## config.mk

```make
export PLATFORM = sky130hd
export DESIGN_NAME = vga_timing_gen
export DESIGN_NICKNAME = d
export VERILOG_FILES = /design/src/rtl/vga_timing_gen.sv
export SDC_FILE = /design/constraint.sdc
export NUM_CORES = 1
export LEC_CHECK = 0
export CAP_MARGIN = 20
export CORE_UTILIZATION = 43
export CTS_CLUSTER_DIAMETER = 50
export DETAILED_ROUTE_END_ITERATION = 12
export PLACE_DENSITY = 0.74
export REMOVE_ABC_BUFFERS = 1
export SLEW_MARGIN = 20
export SYNTH_ARGS = -nofsm -noshare
export SYNTH_HDL_FRONTEND = slang
export SYNTH_SLANG_ARGS = --single-unit
```

## constraint.sdc

```tcl
create_clock -name clk -period 4.5 [get_ports clk]
set_input_delay 0.9 -clock clk [delete_from_list [all_inputs] [get_ports clk]]
set_output_delay 0.9 -clock clk [all_outputs]
set_load 0.01 [all_outputs]
```

## src/rtl/vga_timing_gen.sv

```systemverilog
// vga_timing_gen: VGA scan timing generator (640x480@60 Hz by default).
// Divides the system clock down to the pixel rate and runs the horizontal
// and vertical scan counters. It issues active-area coordinates to the
// renderer and drives the VGA pins. The sync and blanking pipeline is delayed
// so that it lines up with the renderer's colour latency.
//
// Ports:
//   clk         system clock
//   rst_n       asynchronous active-low reset
//   rgb         renderer colour {R,G,B}, valid RGB_LAT ticks after pix_x/pix_y
//   pix_x/y     active-area coordinates (0 outside the active span)
//   pix_tick    one-clk strobe per pixel tick
//   frame_tick  one-clk strobe when the scan enters vertical blanking
//   vga_hs/vs   active-low sync pins
//   vga_r/g/b   colour pins, forced to 0 while blanked
module vga_timing_gen #(
  parameter int unsigned CLK_DIV  = 4,
  parameter int unsigned RGB_LAT  = 1,
  parameter int unsigned H_ACTIVE = 640,
  parameter int unsigned H_FP     = 16,
  parameter int unsigned H_SYNC   = 96,
  parameter int unsigned H_BP     = 48,
  parameter int unsigned V_ACTIVE = 480,
  parameter int unsigned V_FP     = 10,
  parameter int unsigned V_SYNC   = 2,
  parameter int unsigned V_BP     = 33
) (
  input  logic        clk,
  input  logic        rst_n,
  input  logic [11:0] rgb,
  output logic [9:0]  pix_x,
  output logic [8:0]  pix_y,
  output logic        pix_tick,
  output logic        frame_tick,
  output logic        vga_hs,
  output logic        vga_vs,
  output logic [3:0]  vga_r,
  output logic [3:0]  vga_g,
  output logic [3:0]  vga_b
);

  localparam int unsigned H_TOTAL = H_ACTIVE + H_FP + H_SYNC + H_BP;
  localparam int unsigned V_TOTAL = V_ACTIVE + V_FP + V_SYNC + V_BP;

  localparam logic [3:0] DIV_LAST   = 4'(CLK_DIV - 1);
  localparam logic [9:0] H_LAST     = 10'(H_TOTAL - 1);
  localparam logic [9:0] V_LAST     = 10'(V_TOTAL - 1);
  localparam logic [9:0] H_ACT      = 10'(H_ACTIVE);
  localparam logic [9:0] V_ACT      = 10'(V_ACTIVE);
  localparam logic [9:0] V_ACT_LAST = 10'(V_ACTIVE - 1);
  localparam logic [9:0] HS_START   = 10'(H_ACTIVE + H_FP);
  localparam logic [9:0] HS_END     = 10'(H_ACTIVE + H_FP + H_SYNC);
  localparam logic [9:0] VS_START   = 10'(V_ACTIVE + V_FP);
  localparam logic [9:0] VS_END     = 10'(V_ACTIVE + V_FP + V_SYNC);

  logic [3:0] div_cnt;
  logic       tick;
  logic [9:0] h_cnt;
  logic [9:0] v_cnt;
  logic       h_end;
  logic       v_end;
  logic       de;
  logic       hs_raw;
  logic       vs_raw;

  // Stage 0 takes the current scan position; stage RGB_LAT feeds the pins.
  logic [RGB_LAT:0] hs_sr;
  logic [RGB_LAT:0] vs_sr;
  logic [RGB_LAT:0] de_sr;

  // With CLK_DIV=1 DIV_LAST is 0, so tick is permanently high.
  assign tick  = (div_cnt == DIV_LAST);
  assign h_end = (h_cnt == H_LAST);
  assign v_end = (v_cnt == V_LAST);

  always_comb begin
    de     = (h_cnt < H_ACT) && (v_cnt < V_ACT);
    hs_raw = !((h_cnt >= HS_START) && (h_cnt < HS_END));
    vs_raw = !((v_cnt >= VS_START) && (v_cnt < VS_END));
  end

  always_ff @(posedge clk or negedge rst_n) begin
    if (!rst_n) begin
      div_cnt <= '0;
    end else if (tick) begin
      div_cnt <= '0;
    end else begin
      div_cnt <= div_cnt + 4'd1;
    end
  end

  always_ff @(posedge clk or negedge rst_n) begin
    if (!rst_n) begin
      h_cnt <= '0;
      v_cnt <= '0;
    end else if (tick) begin
      if (h_end) begin
        h_cnt <= '0;
        v_cnt <= v_end ? '0 : v_cnt + 10'd1;
      end else begin
        h_cnt <= h_cnt + 10'd1;
      end
    end
  end

  // Strobes are registered so they line up with the coordinates that the
  // same tick loads.
  always_ff @(posedge clk or negedge rst_n) begin
    if (!rst_n) begin
      pix_tick   <= 1'b0;
      frame_tick <= 1'b0;
    end else begin
      pix_tick   <= tick;
      frame_tick <= tick && h_end && (v_cnt == V_ACT_LAST);
    end
  end

  always_ff @(posedge clk or negedge rst_n) begin
    if (!rst_n) begin
      pix_x <= '0;
      pix_y <= '0;
    end else if (tick) begin
      pix_x <= (h_cnt < H_ACT) ? h_cnt : '0;
      pix_y <= (v_cnt < V_ACT) ? v_cnt[8:0] : '0;
    end
  end

  // A loop is used for the shift because a slice would be empty when
  // RGB_LAT is 0.
  always_ff @(posedge clk or negedge rst_n) begin
    if (!rst_n) begin
      hs_sr <= '1;
      vs_sr <= '1;
      de_sr <= '0;
    end else if (tick) begin
      hs_sr[0] <= hs_raw;
      vs_sr[0] <= vs_raw;
      de_sr[0] <= de;
      for (int unsigned i = 1; i < RGB_LAT + 1; i++) begin
        hs_sr[i] <= hs_sr[i - 1];
        vs_sr[i] <= vs_sr[i - 1];
        de_sr[i] <= de_sr[i - 1];
      end
    end
  end

  always_ff @(posedge clk or negedge rst_n) begin
    if (!rst_n) begin
      vga_hs <= 1'b1;
      vga_vs <= 1'b1;
      vga_r  <= '0;
      vga_g  <= '0;
      vga_b  <= '0;
    end else if (tick) begin
      vga_hs                <= hs_sr[RGB_LAT];
      vga_vs                <= vs_sr[RGB_LAT];
      {vga_r, vga_g, vga_b} <= de_sr[RGB_LAT] ? rgb : '0;
    end
  end

endmodule
```

* Yosys cells after proc, flatten, opt, wreduce, memory -nomap -nowiden
Index checks and enable logic that the tools add are counted.
** Word-level totals
- Register bits after elaboration :: 65
- Input port bits :: 14
- Output and inout port bits :: 35
- Word-level logic and storage cells :: 42
** Cells by class
- Add/sub/neg operators :: 3
- Magnitude comparators :: 6
- Eq/ne operators :: 4
- Muxes and demuxes :: 6
- Reductions and logical operators :: 8
** Operator list (number)
- 10-bit 2-to-1 mux :: 3
- 10-bit by 1-bit adder with 10-bit output, second input constant :: 2
- 10-bit == test, second input constant :: 2
- 10-bit less-than comparator, second input constant :: 2
- 10-bit by 9-bit less-than comparator with 1-bit output, second input constant :: 2
- 12-bit 2-to-1 mux :: 1
- 10-bit by 9-bit == test with 1-bit output, second input constant :: 1
- 10-bit >= comparator, second input constant :: 1
- 10-bit by 9-bit >= comparator with 1-bit output, second input constant :: 1
- 9-bit 2-to-1 mux :: 1
- 1-bit logical AND :: 5
- 4-bit by 1-bit adder with 4-bit output, second input constant :: 1
- 4-bit by 2-bit == test with 1-bit output, second input constant :: 1
- 4-bit 2-to-1 mux :: 1
- 1-bit logical NOT :: 2
- 2-bit AND reduction :: 1

* Longest topological paths before layout
Gate-level depths: netlist of the first run.
- Depth after elaboration :: 3
- Gate-level depth with buffers :: 7
- Mapped depth without buffers :: 6

* Worst setup path before layout of the first run
Ideal clock, no wire load.
- Path type :: register to register
- Start point :: register div_cnt[0]
- End point :: register v_cnt[3]
- Library setup time :: 0.076 ns
- Data arrival time :: 2.224 ns
- Required time :: 4.424 ns
- Slack :: 2.200 ns
- Cell stages (with the launch flop) :: 8
- Buffers on the path :: 2
- Clock period less this slack :: 2.300 ns
- Cell sequence :: dfrtp_1 -> ha_1 -> or3b_1 -> clkbuf_1 -> or4_1 -> buf_2 -> or4_1 -> o21ai_1
** Between the ends
- Cells in the longest elaborated chain, start to end :: 2
** RTL lines
- from (decl) :: RTL line 56 : logic [3:0] div_cnt;
- from (signal assigned) :: RTL line 88 : div_cnt <= div_cnt + 4'd1;
- 4-bit by 2-bit == test with 1-bit output :: RTL line 72 : assign tick = (div_cnt == DIV_LAST);
- 2-bit AND reduction (no line)
- to (signal assigned) :: RTL line 99 : v_cnt <= v_end ? '0 : v_cnt + 10'd1;
- to (decl) :: RTL line 59 : logic [9:0] v_cnt;
No other way between the ends.
A chain may end at the register's enable or synchronous reset.

* Worst setup path in the final report of the first run
Ends and elaborated chain as after synthesis.

==> results of run 1 <==
## worst max-delay path by stage
stage | end | slack [ns]
floorplan | v_cnt[9] | 1.56
global placement | h_cnt[3] | 1.90
detailed placement | v_cnt[3] | 1.84
CTS | v_cnt[3] | 1.83
global route | h_cnt[3] | 1.63
finish | v_cnt[3] | 1.83
## flip-flops by register name, indices dropped and copies added (netlist names), 2 cells and up
| register | cells |
|---|---|
| de_sr | 2 |
| div_cnt | 4 |
| h_cnt | 10 |
| hs_sr | 2 |
| pix_x | 10 |
| pix_y | 9 |
| v_cnt | 10 |
| vga_b | 4 |
| vga_g | 4 |
| vga_r | 4 |
| vs_sr | 2 |
## worst max-delay path, delay by kind of cell (launching register included)
family	cells	cell delay [ns]
fa+ha+maj	1	0.19
compound gates	1	0.08
flops	1	0.37
simple gates	3	1.96
## layout make-up
class	instances	area [µm²]	area share [%]
Inverter	7	26.28	0.7457
Timing Repair Buffer	51	498.0	14.13
Multi-Input combinational cell	179	1075	30.50
Sequential cell	65	1634	46.38
Tap cell	75	93.84	2.663
Clock buffer	11	141.4	4.013
Clock inverter	5	55.05	1.562
## cell usage in the layout, fill, tap and decap left out, types with 2 or more instances in the layout
| master | count |
|---|---|
| sky130_fd_sc_hd__ha_1 | 6 |
| sky130_fd_sc_hd__nor4_1 | 4 |
| sky130_fd_sc_hd__clkinvlp_4 | 2 |
| sky130_fd_sc_hd__mux2i_1 | 3 |
| sky130_fd_sc_hd__clkdlybuf4s50_1 | 47 |
| sky130_fd_sc_hd__nand4_1 | 6 |
| sky130_fd_sc_hd__and3_1 | 3 |
| sky130_fd_sc_hd__inv_1 | 7 |
| sky130_fd_sc_hd__nor3_1 | 4 |
| sky130_fd_sc_hd__nand2_1 | 62 |
| sky130_fd_sc_hd__nand3_1 | 17 |
| sky130_fd_sc_hd__or4_1 | 2 |
| sky130_fd_sc_hd__o2bb2ai_1 | 2 |
| sky130_fd_sc_hd__buf_4 | 3 |
| sky130_fd_sc_hd__clkinv_2 | 2 |
| sky130_fd_sc_hd__clkbuf_8 | 10 |
| sky130_fd_sc_hd__a21oi_1 | 5 |
| sky130_fd_sc_hd__o21ai_0 | 8 |
| sky130_fd_sc_hd__dfrtp_1 | 59 |
| sky130_fd_sc_hd__a22o_1 | 18 |
| sky130_fd_sc_hd__xor2_1 | 3 |
| sky130_fd_sc_hd__or2_2 | 2 |
| sky130_fd_sc_hd__nor2_1 | 9 |
| sky130_fd_sc_hd__and4_1 | 2 |
| sky130_fd_sc_hd__nor4b_1 | 2 |
| sky130_fd_sc_hd__dfstp_2 | 6 |
| sky130_fd_sc_hd__xnor2_1 | 6 |
| sky130_fd_sc_hd__nand2b_1 | 2 |
| sky130_fd_sc_hd__nand3b_1 | 2 |
## per-stage QoR
stage | cell area (µm²) | setup WS (ns) | hold WS [ns] | utilization, % | total power, µW
global placement | 3327 | 1.897 | 0.4412 | 54.58 | 644.9
global route | 3523 | 1.626 | 0.4689 | 57.80 | 1165
floorplan | 2735 | 1.563 | 0.4331 | - | 609.8
CTS | 3523 | 1.829 | 0.4444 | 57.80 | 1132
finish | 3523 | 1.826 | 0.4414 | 57.80 | 1122
detailed placement | 3327 | 1.844 | 0.4415 | 54.58 | 645.8
## power groups by stage
stage          clock network [µW]  logic (µW)  registers (µW)
6_report                      489        40.5             593
5_1_grt                       526        46.2             593
4_1_cts                       498        42.0             593
3_5_place_dp                    0        41.8             604
3_3_place_gp                    0        41.4             603
2_1_floorplan                   0        3.53             606
## kinds of logic after synthesis
kind of cell | after synthesis | share of synthesized area [%]
buffers and inverters | 20 | 3.002
AOI/OAI and AO/OA | 38 | 9.902
and+or+nand+nor | 122 | 21.59
adders and majority gates | 6 | 2.688
muxes | 4 | 1.479
DFF | 65 | 58.51
xor gates and xnor gates | 9 | 2.823
## metal layers
layer	vias up	GRT usage (%)	wire (µm)
li1	1020	-	-
met1	1003	24.18	2693
met2	49	28.76	2498
met3	9	3.516	243
met4	0	10.52	123
met5	-	0	0
==> metrics.json, run 1 <==
{
  "status": "finished clean",
  "yosys_register_bits": 65,
  "drtPass1Iterations": 4,
  "tightestPinTransition_ns": 0.9777,
  "p_int_uw": 879.5,
  "r2r_cells": 5,
  "global_route.usage.total_pct": 18.48,
  "power.share.combinational_pct": 3.6,
  "timing.reg2reg.setup_slack_ns": 1.83,
  "finalWeightedCongestion": 0.8065,
  "floorplan.die.height_um": 82.59,
  "rsz0062_at_grt": "no",
  "timing.final.crit_share_pct": 59.43,
  "synth.area.top_cells": "sky130_fd_sc_hd__dfrtp_1, sky130_fd_sc_hd__nand2_1, sky130_fd_sc_hd__dfstp_2",
  "via_per_inst": 5.295,
  "syn_avg_cell_area_um2": 10.58,
  "clock_sinks": 65,
  "grt-ovfl-total": 0,
  "initial_utilization_pct": 45.81,
  "drc_errors": 0,
  "power_per_cell_area_nw_per_um2": 318.6,
  "drive_gt1_share_pct": 9.434,
  "maximum_number_of_pins_on_one_net_before_global_route_repair": 35,
  "slowest_stage": "sky130_fd_sc_hd__or4_1",
  "yosys.cell_count.top_type": "sky130_fd_sc_hd__nand2_1",
  "synth_top_cells_by_count": "sky130_fd_sc_hd__nand2_1, sky130_fd_sc_hd__dfrtp_1, sky130_fd_sc_hd__a22o_1, sky130_fd_sc_hd__nand3_1",
  "worstHoldPathType": "reg2reg",
  "cts_tree": "done",
  "worst_slew_margin_rel_pct": 34.32,
  "synth-main-ff-cell": "sky130_fd_sc_hd__dfrtp_1",
  "post_synthesis_to_final_layout_area_growth_pct": 26.16,
  "first_iter_violations": 135,
  "holdBufCountCts": 0,
  "floorplan.core_area_um2": 6096,
  "critical_path_required_ns": 4.77,
  "die_w_um": 82.59,
  "setup.worst_path.class": "reg2reg",
  "numCtsBuffers": 9,
  "fin_nets": 333,
  "end_kind": "register",
  "rows": 28,
  "post_synthesis_async_set_or_reset_flop_share_pct": 100.0,
  "wire_length_of_the_first_global_routing_pass_um": 9363,
  "finalMaxSlewViolations": 0,
  "synth_area_leader_cell": "sky130_fd_sc_hd__dfrtp_1",
  "detailroute.via_count": 2081,
  "die_area_um2": 6821,
  "critical_path.most_common_cell": "sky130_fd_sc_hd__or4_1",
  "crit_fanout": 19,
  "min_delay_path_depth": 2,
  "antenna_cells_inserted": 0,
  "number_of_setup_violations_in_the_final_report": 0,
  "yosysWarnings": 0,
  "routed_wire_length_per_instance_um": 14.15,
  "setup_tns_ns": 0,
  "port-buffer-count": 48,
  "vdd.ir_drop.worst_mv": 0.1919,
  "cts-resized-gates": 0,
  "worst_hold_startpoint": "hs_sr[0]",
  "clock_tree.htree_level_count": 3,
  "clock_power_share_pct": 43.6,
  "grt_pass1_vias": 2110,
  "floorplan.io_pins": 49,
  "clock_skew_ns": 0.009240,
  "post_synth_edffs": 0,
  "p_leak_uw": 0.001561,
  "synth_seq_area_share_pct": 58.51,
  "fmaxAchievable_mhz": 373.9,
  "slowest_delay_ns": 0.77,
  "antenna_violating_nets_post_route": 0,
  "synth_largest_type_area_fraction_pct": 52.87,
  "worst-endpoint-arrival_ns": 2.94,
  "hold_path_end": "hs_sr[1]",
  "hpwl_um": 3760,
  "post-route-min-period_ns": 2.674,
  "timing.critical_path.from": "div_cnt[0]",
  "synth_area_um2": 2793,
  "rr_startpoint": "div_cnt[0]",
  "drv_cap": 0,
  "final-hold-violation-count": 0,
  "sequentialPowerShare_pct": 52.8,
  "final_cell_count_without_fillers": 393,
  "clock_insertion_delay_worst_skew_ns": 0.34,
  "postCtsSetupRepairBufs": 0,
  "initial_antenna_violation_count": 0,
  "power.switching_uw": 242.8,
  "synth_cell_type_count": 39,
  "fillerInstances": 533,
  "r2r-end": "v_cnt[3]",
  "switching_fraction_pct": 21.64,
  "crit_path_start_kind": "register",
  "cts_root_buf": "sky130_fd_sc_hd__clkbuf_8",
  "critical_path.cell_chain": "ha_1 > or3b_1 > or4_1 > or4_1 > o21ai_1",
  "detail_route.wirelength_um": 5559,
  "dpl.cell_count": 377,
  "netlist_instances": 264,
  "clkSlewWorstSetupHoldPaths_ns": 0.08,
  "cts.path.max_buffers": 2
}
(Power assumes the default switching activity.)
==> run 2, diff against run 1 <==
clock period = 2.72 ns   (was 4.5 ns; I/O delays follow)
==> run 2 against run 1 <==
  * Worst hold slack lost 0.27 ns
  * First-iteration DRC count shrank 24%
  * Via count grew 0.14%
  * Sequential power grew 65%
  * Non-clock buffer count grew 2
  * Sequential share of layout area shrank 0.31 points
==> metrics.json, run 2 (same netlist as run 1, synthesis figures left out) <==
{
  "global_route.usage.total": {"value": 18.60, "unit": "%", "change": "+0.12 points"},
  "postCtsSetupRepairBufs": {"value": 0, "change": "unchanged"},
  "hpwl": {"value": 3719, "unit": "µm", "change": "-1.1%"},
  "r2r_cells": {"value": 4, "change": "-1"},
  "cts_tree": "done",
  "final_design_area_no_fill": {"value": 3547, "unit": "µm²", "change": "+0.67%"},
  "antenna_violating_nets_post_route": {"value": 0, "change": "unchanged"},
  "setup.worst_path.class": "reg2reg",
  "worst_slew_margin_rel": {"value": 59.74, "unit": "%", "change": "+25 points"},
  "port-buffer-count": {"value": 48, "change": "unchanged"},
  "worstHoldPathType": "in2async",
  "initial_utilization": {"value": 45.81, "unit": "%", "change": "unchanged"},
  "floorplan.io_pins": {"value": 49, "change": "unchanged"},
  "commonest_cells_after_routing_fill_and_taps_aside": "sky130_fd_sc_hd__nand2_1, sky130_fd_sc_hd__dfrtp_1, sky130_fd_sc_hd__clkdlybuf4s50_1, sky130_fd_sc_hd__a22o_1, sky130_fd_sc_hd__nand3_1",
  "die_w": {"value": 82.59, "unit": "µm", "change": "unchanged"},
  "dpl.cell_count": {"value": 379, "change": "+0.53%"},
  "clock_tree.htree_level_count": {"value": 3, "change": "unchanged"},
  "grt_pass1_vias": {"value": 2034, "change": "-3.6%"},
  "worst-endpoint-arrival": {"value": 2.65, "unit": "ns", "change": "-0.29 ns"},
  "drtPass1Iterations": {"value": 5, "change": "+1"},
  "rr_startpoint": "h_cnt[7]",
  "holdBufCountCts": {"value": 0, "change": "unchanged"},
  "numCtsBuffers": {"value": 9, "change": "unchanged"},
  "finalWeightedCongestion": {"value": 0.8349, "change": "+3.5%"},
  "clock_insertion_delay_worst_skew": {"value": 0.33, "unit": "ns", "change": "about the same"},
  "rsz0062_at_grt": "no",
  "status": "finished clean",
  "power_per_cell_area": {"value": 513.0, "unit": "nW/µm²", "change": "+61%"},
  "maximum_number_of_pins_on_one_net_before_global_route_repair": {"value": 52, "change": "+49%"},
  "clkSlewWorstSetupHoldPaths": {"value": 0.07, "unit": "ns", "change": "about the same"},
  "detailroute.via_count": {"value": 2084, "change": "+0.14%"},
  "drc_errors": {"value": 0, "change": "unchanged"},
  "drv_cap": {"value": 0, "change": "unchanged"},
  "grt-ovfl-total": {"value": 0, "change": "unchanged"},
  "die_area": {"value": 6821, "unit": "µm²", "change": "unchanged"},
  "drive_gt1_share": {"value": 10.00, "unit": "%", "change": "+0.57 points"},
  "wire_length_of_the_first_global_routing_pass": {"value": 9377, "unit": "µm", "change": "+0.15%"},
  "post_synthesis_to_final_layout_area_growth_pct": 27.02,
  "most_common_library_cell_in_the_layout_ignoring_fill_and_taps": "sky130_fd_sc_hd__nand2_1",
  "timing.reg2reg.setup_slack": {"value": 0.32, "unit": "ns", "change": "-1.51 ns"},
  "via_per_inst": {"value": 5.276, "change": "-0.36%"},
  "number_of_setup_violations_in_the_final_report": {"value": 0, "change": "unchanged"},
  "p_leak": {"value": 0.001583, "unit": "µW", "change": "+1.5%"},
  "cts_root_buf": "sky130_fd_sc_hd__clkbuf_8",
  "vdd.ir_drop.worst": {"value": 0.2769, "unit": "mV", "change": "+44%"},
  "clock_sinks": {"value": 65, "change": "unchanged"},
  "final-hold-violation-count": {"value": 0, "change": "unchanged"},
  "first_iter_violations": {"value": 103, "change": "-24%"},
  "rows": {"value": 28, "change": "unchanged"},
  "floorplan.die.height": {"value": 82.59, "unit": "µm", "change": "unchanged"},
  "final_cell_count_without_fillers": {"value": 395, "change": "+0.51%"},
  "cts.path.max_buffers": {"value": 2, "change": "unchanged"},
  "cts-resized-gates": {"value": 0, "change": "unchanged"},
  "ff_latch_area": {"value": 1634, "unit": "µm²", "change": "unchanged"},
  "highest_layer": "met4",
  "antenna_cells_inserted": {"value": 0, "change": "unchanged"},
  "finalMaxSlewViolations": {"value": 0, "change": "unchanged"},
  "critical_path_required": {"value": 2.97, "unit": "ns", "change": "-1.80 ns"},
  "multiInputGateArea": {"value": 1075, "unit": "µm²", "change": "unchanged"},
  "timing.final.crit_share": {"value": 88.25, "unit": "%", "change": "+29 points"},
  "routed-wl-met2": {"value": 2548, "unit": "µm", "change": "+2.0%"},
  "crit_fanout": {"value": 8, "change": "-11"},
  "met3_wirelength_from_detailed_routing": {"value": 238, "unit": "µm", "change": "-2.1%"},
  "post-route-min-period": {"value": 2.400, "unit": "ns", "change": "-0.2739 ns"},
  "top_regs": "h_cnt (10), pix_x (10), v_cnt (10)",
  "crit_path_start_kind": "register",
  "initial_antenna_violation_count": {"value": 0, "change": "unchanged"},
  "end_kind": "register",
  "placedInstanceArea": {"value": 3354, "unit": "µm²", "change": "+0.83%"},
  "r2r-end": "v_cnt[3]",
  "fmaxAchievable": {"value": 416.6, "unit": "MHz", "change": "+11%"},
  "detail_route.wirelength": {"value": 5563, "unit": "µm", "change": "about the same"},
  "floorplan.core_area": {"value": 6096, "unit": "µm²", "change": "unchanged"},
  "fin_nets": {"value": 335, "change": "+0.60%"},
  "routedLengthMet1": {"value": 2693, "unit": "µm", "change": "unchanged"},
  "clock_skew": {"value": 0.008256, "unit": "ns", "change": "-0.0009848 ns"},
  "tightestPinTransition": {"value": 0.5983, "unit": "ns", "change": "-0.3793 ns"},
  "fillerInstances": {"value": 524, "change": "-1.7%"},
  "routed_wire_length_per_instance": {"value": 14.08, "unit": "µm", "change": "-0.43%"}
}
## run 2: cell count changes in the layout (fill, tap and decap cells not counted)
cell                         change
sky130_fd_sc_hd__buf_12          +1
sky130_fd_sc_hd__buf_4           +1
sky130_fd_sc_hd__bufinv_16       -1
sky130_fd_sc_hd__clkbuf_8        +3
sky130_fd_sc_hd__clkinvlp_4      -2
## run 2: cell type report
class	instances	share of cell area (%)
clock buffer	14	5.150
sequential	65	46.07
clock inverter	2	0.2822
inverter	7	0.7407
timing repair buffer	53	14.81
tap	75	2.646
multi-input combinational	179	30.30
## run 2: worst max path at each step
stage                from        to  slack (ns)
3_5_place_dp     h_cnt[7]  v_cnt[3]        0.35
6_report         h_cnt[7]  v_cnt[3]        0.32
2_1_floorplan  div_cnt[0]  v_cnt[9]       -0.22
3_3_place_gp     h_cnt[7]  v_cnt[3]        0.40
4_1_cts          h_cnt[7]  v_cnt[3]        0.33
5_1_grt          h_cnt[7]  v_cnt[3]        0.22
## run 2: layer usage
layer  up-vias  GRT usage [%]
met5         -              0
li1       1018              -
met1      1019          24.86
met4         0          7.241
met3         4          4.945
met2        43          28.84
## run 2: worst max-delay path: stages, from the launching register on
cell and delay [ns]:
sky130_fd_sc_hd__dfrtp_1 0.48, sky130_fd_sc_hd__or4b_4 0.58, sky130_fd_sc_hd__or4_1 0.63, sky130_fd_sc_hd__or4_1 0.54
sky130_fd_sc_hd__o21ai_1 0.10
## run 2: power breakdown
| part | internal [µW] | switching [µW] |
|---|---|---|
| clock | 428 | 342 |
| sequential | 976 | 4.59 |
| combinational | 36.2 | 32.4 |
| total | 1440 | 379 |
## run 2: metrics by stage
stage | hold slack (ns) | util (%) | setup TNS, ns | setup WS (ns) | total power, µW
floorplan | 0.2484 | - | -0.9532 | -0.2166 | 1009
global placement | 0.4391 | 55.03 | 0 | 0.3993 | 1068
detailed placement | 0.4470 | 55.03 | 0 | 0.3499 | 1069
CTS | 0.1913 | 58.19 | 0 | 0.3300 | 1838
global route | 0.1996 | 58.19 | 0 | 0.2153 | 1894
finish | 0.1755 | 58.19 | 0 | 0.3197 | 1820
==> run 3, diff against run 2 <==
ABC_AREA = 1   (was default)
PLACE_DENSITY = 0.73   (was 0.74)
==> run 3 against run 2 <==
  * Area after synthesis grew 8.5%
  * Final area is 5.6% higher
  * Global-route usage is essentially flat
  * First-iteration DRC count up 75%
  * Combinational power is 5.4% higher
  * Setup slack better by 0.42 ns
  * Sequential share of layout area shrank 2.4 points
  * Clock skew about the same
  * Maximum frequency increased by 21%
  * Largest cell class unchanged
  * Largest power group unchanged
==> metrics.json, run 3 <==
{
  "cts-resized-gates": {"value": 0, "change": "unchanged"},
  "maximum_number_of_pins_on_one_net_before_global_route_repair": {"value": 34, "change": "-35%"},
  "detail_route.wirelength": {"value": 6253, "unit": "µm", "change": "+12%"},
  "grt_pass1_vias": {"value": 2283, "change": "+12%"},
  "antenna_cells_inserted": {"value": 0, "change": "unchanged"},
  "rr_startpoint": "div_cnt[0]",
  "post_synthesis_to_final_layout_area_growth_pct": 23.58,
  "clock_sinks": {"value": 65, "change": "unchanged"},
  "clock_skew": {"value": 0.008448, "unit": "ns", "change": "+0.0001922 ns"},
  "clock_insertion_delay_worst_skew": {"value": 0.34, "unit": "ns", "change": "about the same"},
  "clock_tree.htree_level_count": {"value": 3, "change": "unchanged"},
  "timing.final.crit_share": {"value": 72.67, "unit": "%", "change": "-16 points"},
  "via_per_inst": {"value": 4.856, "change": "-8.0%"},
  "rows": {"value": 30, "change": "+7.1%"},
  "final_design_area_no_fill": {"value": 3745, "unit": "µm²", "change": "+5.6%"},
  "cts_tree": "done",
  "finalWeightedCongestion": {"value": 0.8405, "change": "+0.67%"},
  "numCtsBuffers": {"value": 9, "change": "unchanged"},
  "setup_tns": {"value": 0, "unit": "ns", "change": "unchanged"},
  "finalMaxSlewViolations": {"value": 0, "change": "unchanged"},
  "floorplan.core_area": {"value": 6794, "unit": "µm²", "change": "+11%"},
  "rsz0062_at_grt": "no",
  "first_iter_violations": {"value": 180, "change": "+75%"},
  "yosys_register_bits": {"value": 65, "change": "unchanged"},
  "hpwl": {"value": 4388, "unit": "µm", "change": "+18%"},
  "synth.area.top_cells": "sky130_fd_sc_hd__dfrtp_1, sky130_fd_sc_hd__nand2_1, sky130_fd_sc_hd__o21ai_0",
  "initial_antenna_violation_count": {"value": 0, "change": "unchanged"},
  "routed_wire_length_per_instance": {"value": 12.51, "unit": "µm", "change": "-11%"},
  "commonest_cells_after_routing_fill_and_taps_aside": "sky130_fd_sc_hd__nand2_1, sky130_fd_sc_hd__dfrtp_1, sky130_fd_sc_hd__o21ai_0, sky130_fd_sc_hd__clkdlybuf4s50_1, sky130_fd_sc_hd__inv_1",
  "drv_cap": {"value": 0, "change": "unchanged"},
  "grt-ovfl-total": {"value": 0, "change": "unchanged"},
  "fillerInstances": {"value": 614, "change": "+17%"},
  "met3_wirelength_from_detailed_routing": {"value": 336, "unit": "µm", "change": "+41%"},
  "synth-main-ff-cell": "sky130_fd_sc_hd__dfrtp_1",
  "critical_path.cell_chain": "ha_1 > nand3_4 > inv_2 > nand3_1 > o21ai_0",
  "clkSlewWorstSetupHoldPaths": {"value": 0.08, "unit": "ns", "change": "about the same"},
  "floorplan.io_pins": {"value": 49, "change": "unchanged"},
  "slowest_delay": {"value": 0.37, "unit": "ns", "change": "-0.26 ns"},
  "worstHoldPathType": "in2async",
  "crit_path_start_kind": "register",
  "cts_root_buf": "sky130_fd_sc_hd__clkbuf_8",
  "global_route.usage.total": {"value": 18.58, "unit": "%", "change": "about the same"},
  "post_synth_edffs": {"value": 0, "change": "unchanged"},
  "drive_gt1_share": {"value": 9.901, "unit": "%", "change": "-0.099 points"},
  "placedInstanceArea": {"value": 3573, "unit": "µm²", "change": "+6.5%"},
  "detailroute.via_count": {"value": 2428, "change": "+17%"},
  "fmaxAchievable": {"value": 505.9, "unit": "MHz", "change": "+21%"},
  "post-route-min-period": {"value": 1.977, "unit": "ns", "change": "-0.4236 ns"},
  "drc_errors": {"value": 0, "change": "unchanged"},
  "postCtsSetupRepairBufs": {"value": 0, "change": "unchanged"},
  "power_per_cell_area": {"value": 472.2, "unit": "nW/µm²", "change": "-7.9%"},
  "synth_seq_area_share": {"value": 53.92, "unit": "%", "change": "-4.6 points"},
  "status": "finished clean",
  "crit_fanout": {"value": 27, "change": "+19"},
  "tightestPinTransition": {"value": 0.6994, "unit": "ns", "change": "+0.1010 ns"},
  "initial_utilization": {"value": 44.60, "unit": "%", "change": "-1.2 points"},
  "timing.critical_path.from": "div_cnt[0]",
  "port-buffer-count": {"value": 48, "change": "unchanged"},
  "worst-endpoint-arrival": {"value": 2.21, "unit": "ns", "change": "-0.44 ns"},
  "die_area": {"value": 7387, "unit": "µm²", "change": "+8.3%"},
  "fin_nets": {"value": 419, "change": "+25%"},
  "synth_top_cells_by_count": "sky130_fd_sc_hd__nand2_1, sky130_fd_sc_hd__dfrtp_1, sky130_fd_sc_hd__o21ai_0, sky130_fd_sc_hd__inv_1, sky130_fd_sc_hd__nand3_1",
  "yosys.cell_count.top_type": "sky130_fd_sc_hd__nand2_1",
  "highest_layer": "met4",
  "routedLengthMet1": {"value": 3024, "unit": "µm", "change": "+12%"},
  "syn_avg_cell_area": {"value": 8.634, "unit": "µm²", "change": "-18%"},
  "wire_length_of_the_first_global_routing_pass": {"value": 10670, "unit": "µm", "change": "+14%"},
  "drtPass1Iterations": {"value": 5, "change": "unchanged"},
  "slowest_stage": "sky130_fd_sc_hd__dfrtp_1",
  "synth_area_leader_cell": "sky130_fd_sc_hd__dfrtp_1",
  "setup.worst_path.class": "reg2reg",
  "post_synthesis_async_set_or_reset_flop_share": {"value": 100.0, "unit": "%", "change": "unchanged"},
  "synth_cell_type_count": {"value": 33, "change": "-15%"},
  "worst_slew_margin_rel": {"value": 53.38, "unit": "%", "change": "-6.4 points"},
  "top_regs": "h_cnt (10), pix_x (10), v_cnt (10)",
  "number_of_setup_violations_in_the_final_report": {"value": 0, "change": "unchanged"},
  "antenna_violating_nets_post_route": {"value": 0, "change": "unchanged"},
  "critical_path_required": {"value": 2.96, "unit": "ns", "change": "about the same"},
  "floorplan.die.height": {"value": 85.95, "unit": "µm", "change": "+4.1%"},
  "final-hold-violation-count": {"value": 0, "change": "unchanged"},
  "routed-wl-met2": {"value": 2816, "unit": "µm", "change": "+11%"},
  "most_common_library_cell_in_the_layout_ignoring_fill_and_taps": "sky130_fd_sc_hd__nand2_1",
  "synth_area": {"value": 3030, "unit": "µm²", "change": "+8.5%"},
  "die_w": {"value": 85.95, "unit": "µm", "change": "+4.1%"},
  "p_leak": {"value": 0.001790, "unit": "µW", "change": "+13%"},
  "end_kind": "register",
  "synth_largest_type_area_fraction": {"value": 48.72, "unit": "%", "change": "-4.1 points"},
  "cts.path.max_buffers": {"value": 2, "change": "unchanged"},
  "vdd.ir_drop.worst": {"value": 0.1926, "unit": "mV", "change": "-30%"},
  "netlist_instances": {"value": 351, "change": "+33%"},
  "holdBufCountCts": {"value": 0, "change": "unchanged"},
  "yosysWarnings": {"value": 0, "change": "unchanged"}
}
-- run 3: cell count changes after synthesis, moves of 5 or more --
cell                       before  now
sky130_fd_sc_hd__a22o_1        18    0
sky130_fd_sc_hd__o21ai_0        8   47
sky130_fd_sc_hd__inv_1          7   36
sky130_fd_sc_hd__nand2_1       62  102
sky130_fd_sc_hd__clkbuf_1       9    4
sky130_fd_sc_hd__buf_2          1    8
sky130_fd_sc_hd__nand3_1       17   23
sky130_fd_sc_hd__xnor2_1        6    0
sky130_fd_sc_hd__nor2_1         9   20
-- run 3: report_power, final --
part           internal, µW  switching, µW
Combinational          37.9           34.4
Clock                   328            388
Sequential              975           4.65
-- run 3: per-layer routing --
metal | global-route usage [%] | up-vias
met1 | 24.27 | 1140
met3 | 5.101 | 7
met2 | 29.44 | 60
met4 | 7.273 | 0
li1 | - | 1221
met5 | 0 | -
-- run 3: critical path: cells and delay by family (launching register included) --
| family | cells | cell delay, ns |
|---|---|---|
| and+or+nand+nor | 2 | 0.62 |
| DFF | 1 | 0.37 |
| AOI/OAI and AO/OA | 1 | 0.35 |
| buffers and inverters | 1 | 0.27 |
| adders and majority gates | 1 | 0.25 |
-- run 3: stage by stage --
| stage | utilization (%) | hold slack, ns | instances | total power, µW | setup WS, ns |
|---|---|---|---|---|---|
| 3_5_place_dp | 52.60 | 0.4570 | 484 | 1073 | 0.7428 |
| 2_1_floorplan | - | 0.2484 | 336 | 1013 | 0.8237 |
| 5_1_grt | 55.12 | 0.2955 | 500 | 1831 | 0.5175 |
| 4_1_cts | 55.12 | 0.2590 | 500 | 1788 | 0.7124 |
| 6_report | 55.12 | 0.2430 | 500 | 1768 | 0.7433 |
| 3_3_place_gp | 52.60 | 0.4421 | 484 | 1072 | 0.9392 |
-- run 3: area by class of cell --
cell class / count / area [µm²] / share of cell area, %
timing repair buffer: 52 / 505.5 / 13.50
sequential: 65 / 1634 / 43.64
clock inverter: 7 / 47.55 / 1.270
tap: 96 / 120.1 / 3.207
clock buffer: 9 / 123.9 / 3.308
inverter: 39 / 146.4 / 3.909
multi-input combinational: 232 / 1167 / 31.17
-- run 3: worst paths after layout --
kind | slack (ns) | cells past startpoint | to
min in group clk | 0.46 | 1 | div_cnt[0]
max in group asynchronous | 1.70 | 2 | vs_sr[0]
worst max register to register | 0.74 | 5 | pix_x[5]
worst min register to register | 0.46 | 1 | div_cnt[0]
worst max-delay path | 0.74 | 5 | pix_x[5]
worst min-delay path | 0.24 | 1 | vga_r[3]
-- run 3: kinds of logic (layout without fill, tap and decap cells) --
family                   after synthesis  in the layout  share of synthesized area [%]
buffers and inverters                 54            107                          7.555
adder cells (fa/ha/maj)                6              6                          2.477
XOR/XNOR                               6              6                          1.734
AND/OR/NAND/NOR                      166            166                          25.06
AO/OA/AOI/OAI                         54             54                          9.249
flip-flops                            65             65                          53.92
